==> config.mk <==
export PLATFORM = sky130hd
export DESIGN_NAME = incr_square_seq
export DESIGN_NICKNAME = d
export VERILOG_FILES = /design/src/rtl/incr_square_seq.sv
export SDC_FILE = /design/constraint.sdc
export NUM_CORES = 1
export LEC_CHECK = 0
export CAP_MARGIN = 0
export CORE_MARGIN = 5
export CORE_UTILIZATION = 60
export CTS_CLUSTER_SIZE = 30
export DETAILED_ROUTE_END_ITERATION = 10
export PLACE_DENSITY = 0.88
export SETUP_SLACK_MARGIN = 0.4
export SKIP_LAST_GASP = 1
export SLEW_MARGIN = 5
export SYNTH_ARGS = -nofsm -noshare
export SYNTH_HDL_FRONTEND = slang
export SYNTH_SLANG_ARGS = --single-unit
==> constraint.sdc <==
create_clock -name clk -period 4.4 [get_ports clk]
set_input_delay 0.88 -clock clk [delete_from_list [all_inputs] [get_ports clk]]
set_output_delay 0.88 -clock clk [all_outputs]
set_load 0.02 [all_outputs]
==> src/rtl/incr_square_seq.sv <==
// Sequential (y+OFFSET)^2 / (y+OFFSET) unit with valid/ready handshakes.
// Uses a WIDTH-step shift-add multiplier instead of a full array multiplier.
module incr_square_seq #(
    parameter int unsigned      WIDTH  = 32,
    parameter logic [WIDTH-1:0] OFFSET = {{(WIDTH-1){1'b0}}, 1'b1}
) (
    input  logic             clk,
    input  logic             rst_n,
    input  logic             in_valid,
    output logic             in_ready,
    input  logic [WIDTH-1:0] y,
    input  logic             mode,
    output logic             out_valid,
    input  logic             out_ready,
    output logic [WIDTH-1:0] out,
    output logic             ovf
);

    localparam int unsigned CW = $clog2(WIDTH + 1);
    localparam int unsigned PW = 2 * WIDTH;

    typedef enum logic [1:0] {
        IDLE = 2'd0,
        MUL  = 2'd1,
        HOLD = 2'd2
    } state_t;

    state_t           state_q, state_d;
    logic [PW-1:0]    mcand_q, mcand_d;
    logic [PW-1:0]    acc_q, acc_d;
    logic [WIDTH-1:0] b_q, b_d;
    logic [CW-1:0]    cnt_q, cnt_d;
    logic             incovf_q, incovf_d;
    logic [WIDTH-1:0] out_d;
    logic             ovf_d;
    logic [WIDTH:0]   sum;
    logic [PW-1:0]    acc_sum;

    assign in_ready  = (state_q == IDLE);
    assign out_valid = (state_q == HOLD);

    // Next-state and datapath update
    always_comb begin
        state_d  = state_q;
        mcand_d  = mcand_q;
        acc_d    = acc_q;
        b_d      = b_q;
        cnt_d    = cnt_q;
        incovf_d = incovf_q;
        out_d    = out;
        ovf_d    = ovf;
        sum      = {1'b0, y} + {1'b0, OFFSET};
        acc_sum  = acc_q + (b_q[0] ? mcand_q : '0);

        case (state_q)
            IDLE: begin
                if (in_valid) begin
                    incovf_d = sum[WIDTH];
                    if (mode) begin
                        out_d   = sum[WIDTH-1:0];
                        ovf_d   = sum[WIDTH];
                        state_d = HOLD;
                    end else begin
                        mcand_d = PW'(sum[WIDTH-1:0]);
                        b_d     = sum[WIDTH-1:0];
                        acc_d   = '0;
                        cnt_d   = '0;
                        state_d = MUL;
                    end
                end
            end
            MUL: begin
                acc_d   = acc_sum;
                mcand_d = mcand_q << 1;
                b_d     = b_q >> 1;
                cnt_d   = cnt_q + CW'(1);
                // Fixed WIDTH steps; the last one publishes the product
                if (cnt_q == CW'(WIDTH - 1)) begin
                    out_d   = acc_sum[WIDTH-1:0];
                    ovf_d   = incovf_q | (|acc_sum[PW-1:WIDTH]);
                    state_d = HOLD;
                end
            end
            HOLD: begin
                if (out_ready) begin
                    state_d = IDLE;
                end
            end
            default: state_d = IDLE;
        endcase
    end

    // State and datapath registers, synchronous reset
    always_ff @(posedge clk) begin
        if (!rst_n) begin
            state_q  <= IDLE;
            mcand_q  <= '0;
            acc_q    <= '0;
            b_q      <= '0;
            cnt_q    <= '0;
            incovf_q <= 1'b0;
            out      <= '0;
            ovf      <= 1'b0;
        end else begin
            state_q  <= state_d;
            mcand_q  <= mcand_d;
            acc_q    <= acc_d;
            b_q      <= b_d;
            cnt_q    <= cnt_d;
            incovf_q <= incovf_d;
            out      <= out_d;
            ovf      <= ovf_d;
        end
    end

endmodule

# --- After elaboration in Yosys (flattened, before gate mapping) ---
# Index checks and enable logic that the tools add are counted.
classes:
  n_bitwise: 1
  reduce_logical: 7
  mux: 26
  addsub: 3
  n_eq_ne: 8
op_table:
  columns: ["operator", "count"]
  rows:
  - ["64-bit 2-to-1 mux", 5]
  - ["64-bit one-hot mux with 2 select lines", 2]
  - ["32-bit 2-to-1 mux", 5]
  - ["32-bit one-hot mux with 2 select lines", 2]
  - ["64-bit adder", 1]
  - ["32-bit by 1-bit adder with 33-bit output (second input constant)", 1]
  - ["32-bit OR reduction", 1]
  - ["6-bit 2-to-1 mux", 2]
  - ["6-bit one-hot mux with 2 select lines", 1]
  - ["2-bit 2-to-1 mux", 4]
  - ["6-bit by 1-bit adder with 6-bit output (second input constant)", 1]
  - ["6-bit by 5-bit == test with 1-bit output (second input constant)", 1]
  - ["2-bit != test (second input constant)", 3]
  - ["2-bit one-hot mux with 3 select lines", 1]
  - ["3-bit AND reduction", 2]
  - ["2-bit by 1-bit != test with 1-bit output (second input constant)", 2]
  - ["4-bit AND reduction", 1]
  - ["1-bit 2-to-1 mux", 3]
  - ["2-bit by 1-bit == test with 1-bit output (second input constant)", 1]
  - ["2-bit == test (second input constant)", 1]
  - ["2-bit zero test", 1]
  - ["1-bit one-hot mux with 2 select lines", 1]
  - ["2-bit AND reduction", 1]
  - ["2-bit nonzero test", 1]
  - ["1-bit OR", 1]
word_totals:
  output_inout_bits: 35
  reg_bits: 202
  input_bits: 37
  word_cells: 53

# --- Longest topological paths before layout ---
# Gate-level depths: netlist of the first run.
depth:
  ltp_word: 6
  ltp_mapped: 17
  ltp_nobuf: 15

# --- Worst setup path before layout of the first run ---
# Ideal clock, no wire load.
synth_timing:
  path_kind: "register to register"
  from: "register b_q[0]"
  to: "register ovf"
  n_path_buf: 3
  setup_time_ps: 127
  required_ps: 4273
  stages_incl_launch_ff: 17
  t_arrival_ps: 3536
  path_slack_ps: 737
  period_less_slack_ps: 3663
  path_cell_list: "dfxtp_1 > clkbuf_1 > clkbuf_1 > and2_1 > ha_1 > buf_6 > a21o_1 > a31oi_2 > inv_2 > a211o_1 > or3_4 > a41oi_2 > o221ai_2 > xor2_1 > a2111o_1 > nor4_1 > a21oi_1"
synth_between:
  elab_chain_len: 6
synth_rtl:
  columns: ["element", "line_no", "source"]
  rows:
  - ["from (decl)", "31", "logic [WIDTH-1:0] b_q, b_d;"]
  - ["from (signal assigned)", "99", "b_q <= '0;"]
  - ["from (signal assigned)", "108", "b_q <= b_d;"]
  - ["64-bit 2-to-1 mux", "53", "acc_sum = acc_q + (b_q[0] ? mcand_q : '0);"]
  - ["64-bit adder", "53", null]
  - ["32-bit OR reduction", "80", "ovf_d = incovf_q | (|acc_sum[PW-1:WIDTH]);"]
  - ["1-bit OR", "80", null]
  - ["1-bit 2-to-1 mux", "78", "if (cnt_q == CW'(WIDTH - 1)) begin"]
  - ["1-bit one-hot mux with 2 select lines", "55", "case (state_q)"]
  - ["to (signal assigned)", "112", "ovf <= ovf_d;"]
  - ["to (decl)", "16", "output logic ovf"]
# No other way between the ends. The select of a mux whose other input is x is not followed.
# A chain may end at the register's enable or synchronous reset.

# --- Final worst setup path of the first run ---
# Ends and elaborated chain as after synthesis.

==> results of run 1 <==
layer usage:
| layer | routed length [um] | track usage (%) | up-vias |
|---|---|---|---|
| li1 | - | - | 6301 |
| met1 | 19100 | 51.1 | 6323 |
| met2 | 17900 | 49.2 | 596 |
| met3 | 3640 | 4.78 | 58 |
| met4 | 768 | 6.77 | 0 |
| met5 | 0 | 0 | - |
logic make-up (layout without fill, tap and decap cells):
kind of cell / Yosys count / in the layout
buffers and inverters: 122 / 194
AO/OA/AOI/OAI: 530 / 530
AND/OR/NAND/NOR: 731 / 731
adder cells (fa/ha/maj): 66 / 66
multiplexers: 1 / 1
flip-flops: 202 / 202
XOR/XNOR: 86 / 86
cells in the final DEF, fill, tap and decap left out, types with 5 or more instances in the layout:
| cell | netlist | layout |
|---|---|---|
| a21o_1 | 25 | 25 |
| a21oi_1 | 247 | 231 |
| a21oi_2 | 4 | 18 |
| a22oi_1 | 7 | 7 |
| a31oi_1 | 33 | 32 |
| and2_1 | 75 | 71 |
| and3_1 | 15 | 15 |
| buf_4 | 1 | 66 |
| clkbuf_16 | 0 | 22 |
| clkbuf_8 | 0 | 5 |
| clkdlybuf4s50_1 | 0 | 70 |
| dfxtp_1 | 202 | 201 |
| ha_1 | 65 | 48 |
| ha_2 | 0 | 9 |
| ha_4 | 0 | 8 |
| inv_1 | 14 | 14 |
| nand2_1 | 228 | 224 |
| nand2b_1 | 8 | 6 |
| nand3_1 | 78 | 77 |
| nand4_1 | 32 | 32 |
| nor2_1 | 193 | 187 |
| nor2b_1 | 6 | 5 |
| nor3_1 | 56 | 55 |
| nor4_1 | 14 | 11 |
| nor4_2 | 2 | 5 |
| o211ai_1 | 11 | 11 |
| o21a_1 | 14 | 14 |
| o21ai_0 | 124 | 123 |
| o21ai_1 | 9 | 10 |
| o21bai_1 | 6 | 6 |
| or3_1 | 7 | 7 |
| xnor2_1 | 40 | 39 |
| xor2_1 | 46 | 44 |
sequential cells by signal, indices dropped and copies added (netlist names):
signal,flops
out,32
b_q,32
state_q,2
mcand_q,64
acc_q,64
incovf_q,1
cnt_q,6
ovf,1
per-stage QoR:
stage / cells / area (um^2)
global placement: 2033 / 13700
global route: 2085 / 15100
floorplan: 1738 / 12600
finish: 2085 / 15100
detailed placement: 2033 / 13700
CTS: 2072 / 14600
how the worst max path moves through the flow:
| stage | startpoint | endpoint | slack (ns) | depth (start not counted) |
|---|---|---|---|---|
| 4_1_cts | b_q[0] | ovf | 0.42 | 16 |
| 6_report | b_q[0] | ovf | 0.39 | 16 |
| 2_1_floorplan | b_q[0] | ovf | 0.74 | 16 |
| 3_5_place_dp | b_q[0] | ovf | 0.09 | 16 |
| 5_1_grt | b_q[0] | ovf | 0.34 | 13 |
| 3_3_place_gp | b_q[0] | ovf | 0.15 | 16 |
cell type report:
class                           instances  area (um^2)  area share (%)
Inverter                               16         62.6           0.414
Timing Repair Buffer                  140         1260            8.35
Sequential cell                       202         4050            26.8
Clock inverter                          8          118           0.779
Tap cell                              275          344            2.28
Clock buffer                           30          631            4.18
Multi-Input combinational cell       1414         8640            57.2
worst register-to-register path, delay by kind of cell, from the launching register on:
kind | cells | cell delay [ns]
flip-flops | 1 | 0.36
adder cells (fa/ha/maj) | 1 | 0.38
AND/OR/NAND/NOR | 7 | 1.52
buffers and inverters | 3 | 0.48
AO/OA/AOI/OAI | 4 | 0.83
XOR/XNOR | 1 | 0.32
where the power goes:
part           switching, W  total (W)  internal [W]  leakage (nW)
registers         0.0000773    0.00201       0.00193          1.65
logic              0.000458   0.000707      0.000249          3.93
clock network      0.000778    0.00190       0.00112         0.366
total               0.00131    0.00462       0.00331          5.94
repair_timing:
action / 4_1_cts / 5_1_grt
setup buffers: 1 / 13
hold buffers: 0 / 0
resized for setup: 15 / 87
setup endpoints to repair: 1 / 4
pin swaps: 2 / 33
gates cloned: 0 / 0
==> reports/qor.csv, run 1 <==
metric;value;unit
#FFs+latches synth;202;
RSZ-0062 raised after global routing;no;
Post-Synthesis Cells;1738;
Synth-to-Final Area Change;19.6;%
Ant. Diodes;0;
largest net degree at the start of global routing;94;
Final Cycle Share;91.2;%
Die X-Extent;155;um
initial drt markers;1460;
vias in the first global route;12300;
DRC;0;
Worst Hold Slack;0.460;ns
GP Congestion;0.977;
CTS HTree Levels;1;
hold path depth;2;
DP HPWL;29900;um
drt via density;6.37;
cts bufs inserted;22;
CTS tree;yes;
Rel. slew slack;35.7;%
total power;0.00462;W
first-pass GRT wire length;65700;um
Setup Skew;0.0195;ns
WL per Instance;19.8;um
wirelength, routed;41400;um
Port Buf Inserts;71;
root buf cell;clkbuf_16;
largest fanout on the critical path;19;
Power Dens Cells;306;mW/mm^2
CP delay by family, top;simple AND/OR/NAND/NOR gates;
most common cell in the netlist;a21oi_1;
Post-layout nets;1899;
mux cell area share after synthesis;0.0793;%
Final Max Tran Viols;0;
remaining antenna violation count;0;
Synth area leader;dfxtp_1;
minimum clock period;4.01;ns
Die ar.;0.0240;mm^2
via count;13300;
io pins;72;
Layout fillers;1724;
core area;0.0209;mm^2
Final Hold Vio Count;0;
FF-to-FF Start;b_q[0];
top cell type's share of synthesized area;32.0;%
Mapped Area;0.0126;mm^2
Die Y;155;um
First-pass DRT Iterations;7;
Finished Core Util;72.3;%
Adder-Cell Fraction of Synth Area;6.60;%
sequential fraction of the synthesis area;32.0;%
initial core utilization;60.4;%
clock buffer depth;3;
CP Buf/Inv Count;3;
CP endpoint kind;register;
XOR/XNOR Fraction of Synth Area;5.97;%
worst slack at placement;0.0875;ns
R2R depth;16;
initial antenna violation count;0;
Leak;5.94;nW
syn_area_per_cell;7.26;um^2
Netlist cell types;76;
r2r setup slk;0.39;ns
largest family of logic cells by synthesized area;simple AND/OR/NAND/NOR gates;
worst-case hold path end point;acc_q[27];
Arr. time, crit path;4.43;ns
startpoint types;register;
clk sink count;202;
setup total negative slack;0;ns
top cells by area, synth;dfxtp_1, a21oi_1, nand2_1;
Reg clk slew, reported paths;0.06;ns
Synth Net Count;1841;
min setup slack post-route;0.388;ns
setup violators final;0;
CP cell instances;buf_12 -> buf_12 -> and2_1 -> ha_2 -> nand4_1 -> or2_1 -> or3_1 -> o221ai_4 -> a21boi_2 -> xor2_1 -> nand2_1 -> a2111oi_4 -> buf_4 -> nand3_1 -> nor4_2 -> a21oi_1;
HP Start;acc_q[27];
crit-path most repeated cell;buf_12;
Post-Synth Simple-Gate Area;26.9;%
CP Class;reg2reg;
Crit-path slowest cell;ha_2;
top achievable clock speed;249;MHz
Peak supply drop;355;uV
top post-synthesis cells by count;a21oi_1, nand2_1, dfxtp_1;
crit-path max cell delay;0.38;ns
Tightest Hold Check Type;reg2reg;
Req. time, crit path;4.81;ns
worst reg2reg endpoint;ovf;
synth warn;0;
status;finished, final reports clean;
ys flop type;dfxtp_1;
Async SR Flop Fraction;0;%
# rows;53;
EDFF count, synth;0;
Slew @ Worst Pin;0.964;ns
layout cells sized above 1;11.3;%
gr usage total;33.2;%
GRT overflow;0;
max-cap violations;0;
compound-cell area share of the yosys netlist;24.6;%
clk_lat worst skew;0.53;ns
No activity file was read; power rests on OpenSTA's default activity.
==> run 2, diff against run 1 <==
--- a/config.mk
+++ b/config.mk
@@ -6,6 +6,7 @@
 export NUM_CORES = 1
 export LEC_CHECK = 0
 export CAP_MARGIN = 0
+export CORE_ASPECT_RATIO = 1.75
 export CORE_MARGIN = 5
 export CORE_UTILIZATION = 60
 export CTS_CLUSTER_SIZE = 30
==> reports/qor.csv, run 2 (synthesized netlist as in run 1, its figures left out) <==
metric;value;unit
Final Hold Vio Count;0;
FF-to-FF Start;b_q[0];
Layout fillers;1625;
CTS HTree Levels;1;
setup total negative slack;0;ns
Arr. time, crit path;4.42;ns
Die Y;202;um
stages on the worst setup path;16;
first-pass GRT wire length;67700;um
CP delay by family, top;compound AO/OA/AOI/OAI gates;
clk_lat worst skew;0.52;ns
Crit-path slowest cell;o41ai_4;
First-pass DRT Iterations;6;
placed insts;2007;
R2R depth;16;
worst reg2reg endpoint;ovf;
critical path launch point;b_q[0];
fin cells;2063;
Finished Core Util;73.3;%
CP endpoint kind;register;
initial antenna violation count;0;
root buf cell;clkbuf_16;
GRT met2 Usage;63.8;%
WL per Instance;21.3;um
wirelength, routed;44000;um
r2r setup slk;0.37;ns
biggest regs;acc_q x64, mcand_q x64;
Die ar.;0.0242;mm^2
drt via density;6.53;
crit-path max cell delay;0.49;ns
CTS tree;yes;
Port Buf Inserts;71;
minimum clock period;4.03;ns
CP cell instances;clkbuf_16 -> and2_1 -> ha_4 -> o211ai_1 -> o211ai_1 -> a41oi_1 -> buf_4 -> o221ai_4 -> a221oi_4 -> buf_6 -> o41ai_4 -> a21oi_2 -> xnor2_2 -> nand2_1 -> nor4_2 -> a21oi_1;
initial core utilization;60.6;%
Final Max Tran Viols;0;
top achievable clock speed;248;MHz
via count;13500;
clock buffer depth;3;
max-cap violations;0;
Rel. slew slack;33.9;%
Peak supply drop;289;uV
Tightest Hold Check Type;reg2reg;
Final Cycle Share;91.5;%
gr busiest metal;met2;
Post-layout nets;1900;
most common cell after layout, fill and taps aside;a21oi_1;
vias in the first global route;13300;
met1 GRT Util;34.4;%
Power Dens Cells;310;mW/mm^2
remaining antenna violation count;0;
crit-path most repeated cell;o211ai_1;
startpoint types;register;
initial drt markers;1177;
gr usage total;34.6;%
RSZ-0062 raised after global routing;yes;
largest fanout on the critical path;16;
Synth-to-Final Area Change;21.0;%
layout cells sized above 1;11.8;%
Req. time, crit path;4.80;ns
Setup Skew;0.0133;ns
worst setup path end;ovf;
setup violators final;0;
Die X-Extent;120;um
DRC;0;
cts bufs inserted;20;
met3 Track Usage GR;4.12;%
Leak;6.00;nW
CP Class;reg2reg;
Ant. Diodes;0;
core area;0.0208;mm^2
GRT overflow;0;
io pins;72;
Slew @ Worst Pin;0.991;ns
commonest cells after routing, fill and taps aside;a21oi_1, nand2_1, dfxtp_1;
clk sink count;202;
status;finished, final reports clean;
largest net degree at the start of global routing;144;
DP HPWL;30900;um
CP Buf/Inv Count;3;
Reg clk slew, reported paths;0.06;ns
# rows;70;
GP Congestion;1.01;
total power;0.00473;W
[run 2: report_power, final]
part	leakage (nW)	internal, W	total [W]	switching, W
logic	3.99	0.000275	0.000745	0.000470
clock network	0.370	0.00122	0.00197	0.000756
registers	1.65	0.00193	0.00201	0.0000804
[run 2: stage by stage]
| stage | setup slack, ns | hold WS (ns) | cell area (um^2) |
|---|---|---|---|
| 3_3_place_gp | 0.296 | 0.444 | 13700 |
| 2_1_floorplan | 0.737 | 0.432 | 12600 |
| 5_1_grt | 0.287 | 0.474 | 15300 |
| 3_5_place_dp | 0.221 | 0.448 | 13700 |
| 4_1_cts | 0.404 | 0.448 | 14600 |
| 6_report | 0.374 | 0.452 | 15300 |
[run 2: routing by layer]
layer / share of wire, % / wire, um
met1: 34 / 14900
met2: 51 / 22500
met3: 5.2 / 2300
met4: 9.9 / 4350
met5: 0 / 0
[run 2: area by class of cell]
class / instances / area [um^2] / area share (%)
clock buffers: 27 / 577 / 3.78
clock inverters: 9 / 184 / 1.20
repair buffers: 143 / 1390 / 9.13
multi-input cells: 1414 / 8690 / 56.9
well taps: 252 / 315 / 2.06
flip-flops and latches: 202 / 4050 / 26.5
inverters: 16 / 62.6 / 0.410
[run 2: worst reg2reg max path: stages (launching register included)]
cell and delay, ns:
dfxtp_4 0.42, clkbuf_16 0.21, and2_1 0.18, ha_4 0.29
o211ai_1 0.13, o211ai_1 0.38, a41oi_1 0.18, buf_4 0.19
o221ai_4 0.20, a221oi_4 0.12, buf_6 0.16, o41ai_4 0.49
a21oi_2 0.17, xnor2_2 0.22, nand2_1 0.11, nor4_2 0.34
a21oi_1 0.11
[run 2: worst min path at each step]
| stage | slack, ns | cells past startpoint | from | end |
|---|---|---|---|---|
| finish | 0.45 | 2 | b_q[1] | b_q[0] |
| CTS | 0.45 | 2 | b_q[1] | b_q[0] |
| global route | 0.47 | 2 | b_q[1] | b_q[0] |
| global placement | 0.44 | 2 | b_q[31] | b_q[31] |
| detailed placement | 0.45 | 2 | b_q[1] | b_q[0] |
| floorplan | 0.43 | 2 | b_q[1] | b_q[0] |
[run 2: what timing repair did]
action                     CTS  global route
resized for setup           21            95
hold buffers                 0             0
cloned                       1             4
setup buffers                1            14
pin swaps                    1            24
setup endpoints to repair    1             4
==> run 3, diff against run 2 <==
--- a/config.mk
+++ b/config.mk
@@ -6,12 +6,12 @@
 export NUM_CORES = 1
 export LEC_CHECK = 0
 export CAP_MARGIN = 0
-export CORE_ASPECT_RATIO = 1.75
 export CORE_MARGIN = 5
 export CORE_UTILIZATION = 60
 export CTS_CLUSTER_SIZE = 30
 export DETAILED_ROUTE_END_ITERATION = 10
-export PLACE_DENSITY = 0.88
+export PLACE_DENSITY = 0.87
+export RECOVER_POWER = 25
 export SETUP_SLACK_MARGIN = 0.4
 export SKIP_LAST_GASP = 1
 export SLEW_MARGIN = 5
==> reports/qor.csv, run 3 (synthesized netlist as in run 1, its figures left out) <==
metric;value;unit
CP endpoint kind;register;
largest net degree at the start of global routing;175;
remaining antenna violation count;0;
fin cells;2080;
Final Max Tran Viols;131;
first-pass GRT wire length;66200;um
Die ar.;0.0240;mm^2
WL per Instance;20.3;um
Setup Skew;0.0198;ns
Tightest Hold Check Type;reg2reg;
CTS hold repair buffers;0;
Rel. slew slack;-43.5;%
hold path depth;2;
Synth-to-Final Area Change;19.7;%
via count;13300;
Ant. Diodes;0;
RSZ-0062 raised after global routing;no;
minimum clock period;4.08;ns
Layout fillers;1662;
placed insts;2020;
CTS HTree Levels;1;
initial antenna violation count;0;
HP Start;b_q[1];
R2R depth;15;
setup violators final;0;
core area;0.0209;mm^2
Die X-Extent;155;um
largest fanout on the critical path;13;
Final Cycle Share;92.6;%
io pins;72;
crit-path max cell delay;0.44;ns
# rows;53;
drt via density;6.40;
clock buffer depth;3;
Post-layout nets;1893;
Power Dens Cells;308;mW/mm^2
total power;0.00466;W
CTS tree;yes;
First-pass DRT Iterations;11;
clk sink count;202;
clk_lat worst skew;0.54;ns
top achievable clock speed;245;MHz
root buf cell;clkbuf_16;
DP HPWL;28800;um
Reg clk slew, reported paths;0.06;ns
DRC;0;
Design Area, Final;0.0151;mm^2
initial drt markers;1312;
critical path launch point;b_q[0];
most common cell after layout, fill and taps aside;a21oi_1;
CP Class;reg2reg;
GRT overflow;0;
CP delay by family, top;simple AND/OR/NAND/NOR gates;
Final Hold Vio Count;0;
failing checks;max-capacitance violations, max-slew violations;
startpoint types;register;
Leak;6.01;nW
gr usage total;33.5;%
layout cells sized above 1;10.8;%
cts bufs inserted;23;
CP Buf/Inv Count;2;
FF-to-FF Start;b_q[0];
stages on the worst setup path;15;
initial core utilization;60.4;%
Die Y;155;um
CP cell instances;clkbuf_16 -> and2_1 -> ha_1 -> nand2_1 -> nor4_2 -> nand4_1 -> a2111oi_2 -> buf_4 -> o41ai_2 -> xor2_1 -> nand4b_1 -> nor4b_4 -> nand4b_1 -> nor4_2 -> a21oi_1;
biggest regs;acc_q x64, mcand_q x64;
Worst Hold Slack;0.459;ns
Crit-path slowest cell;a2111oi_2;
vias in the first global route;12400;
wirelength, routed;42200;um
status;complete, but fails checks;
setup total negative slack;0;ns
Port Buf Inserts;71;
area of placed instances;0.0136;mm^2
commonest cells after routing, fill and taps aside;a21oi_1, nand2_1, dfxtp_1;
Arr. time, crit path;4.47;ns
Peak supply drop;348;uV
Slew @ Worst Pin;2.15;ns
GP Congestion;1.01;
Req. time, crit path;4.79;ns
max-cap violations;2;
## run 3: cell types whose count changed in the layout (fill, tap and decap cells not counted), sizes merged
cell           previous run  this run
inv                      16        18
clkdlybuf4s50            70        47
dlygate4sd3               0        23
clkinvlp                  1         0
buf                      69        59
bufinv                    5         2
clkbuf                   31        37
## run 3: per-layer routing
metal,GRT usage [%],vias up,share of wire [%]
met3,8.71,101,11
met5,0,-,0
li1,-,6280,-
met2,48.9,665,42
met4,8.24,0,2.7
met1,49.3,6256,44
## run 3: path summary, 6_finish.rpt
check | endpoint | slack (ns)
setup / recovery | ovf | 0.32
setup reg to reg | ovf | 0.32
hold / removal | b_q[0] | 0.46
hold reg to reg | b_q[0] | 0.46
## run 3: worst reg2reg max path, cell delays in order, from the launching register on
cell and delay (ns):
dfxtp_4 0.41, clkbuf_16 0.20, and2_1 0.15, ha_1 0.29, nand2_1 0.14, nor4_2 0.37, nand4_1 0.33, a2111oi_2 0.44
buf_4 0.18, o41ai_2 0.09, xor2_1 0.23, nand4b_1 0.18, nor4b_4 0.34, nand4b_1 0.18, nor4_2 0.30, a21oi_1 0.11
## run 3: cell type report
cell class	instances	area, um^2	share of cell area (%)
Multi-Input combinational cell	1414	8630	57.2
Sequential cell	202	4050	26.8
Timing Repair Buffer	133	1270	8.40
Clock buffer	33	643	4.26
Tap cell	275	344	2.28
Clock inverter	7	104	0.688
Inverter	16	62.6	0.414
## run 3: power by group
group / internal, W / switching (W) / total [W]
registers: 0.00193 / 0.0000811 / 0.00201
logic: 0.000251 / 0.000465 / 0.000716
clock network: 0.00114 / 0.000790 / 0.00193
## run 3: per-stage QoR
step	worst slack, ns	utilization, %
2_1_floorplan	0.737	-
3_3_place_gp	0.210	65.2
3_5_place_dp	0.171	65.2
4_1_cts	0.402	69.6
5_1_grt	0.328	72.3
6_report	0.324	72.3
## run 3: repair_timing
item                                   in CTS  in global routing
endpoints found under the hold margin       0                  0
buffers inserted                            4                 13
setup endpoints to repair                   1                  4
pin swaps                                   7                 34
resized for setup                          20                 88
gates cloned                                1                  2
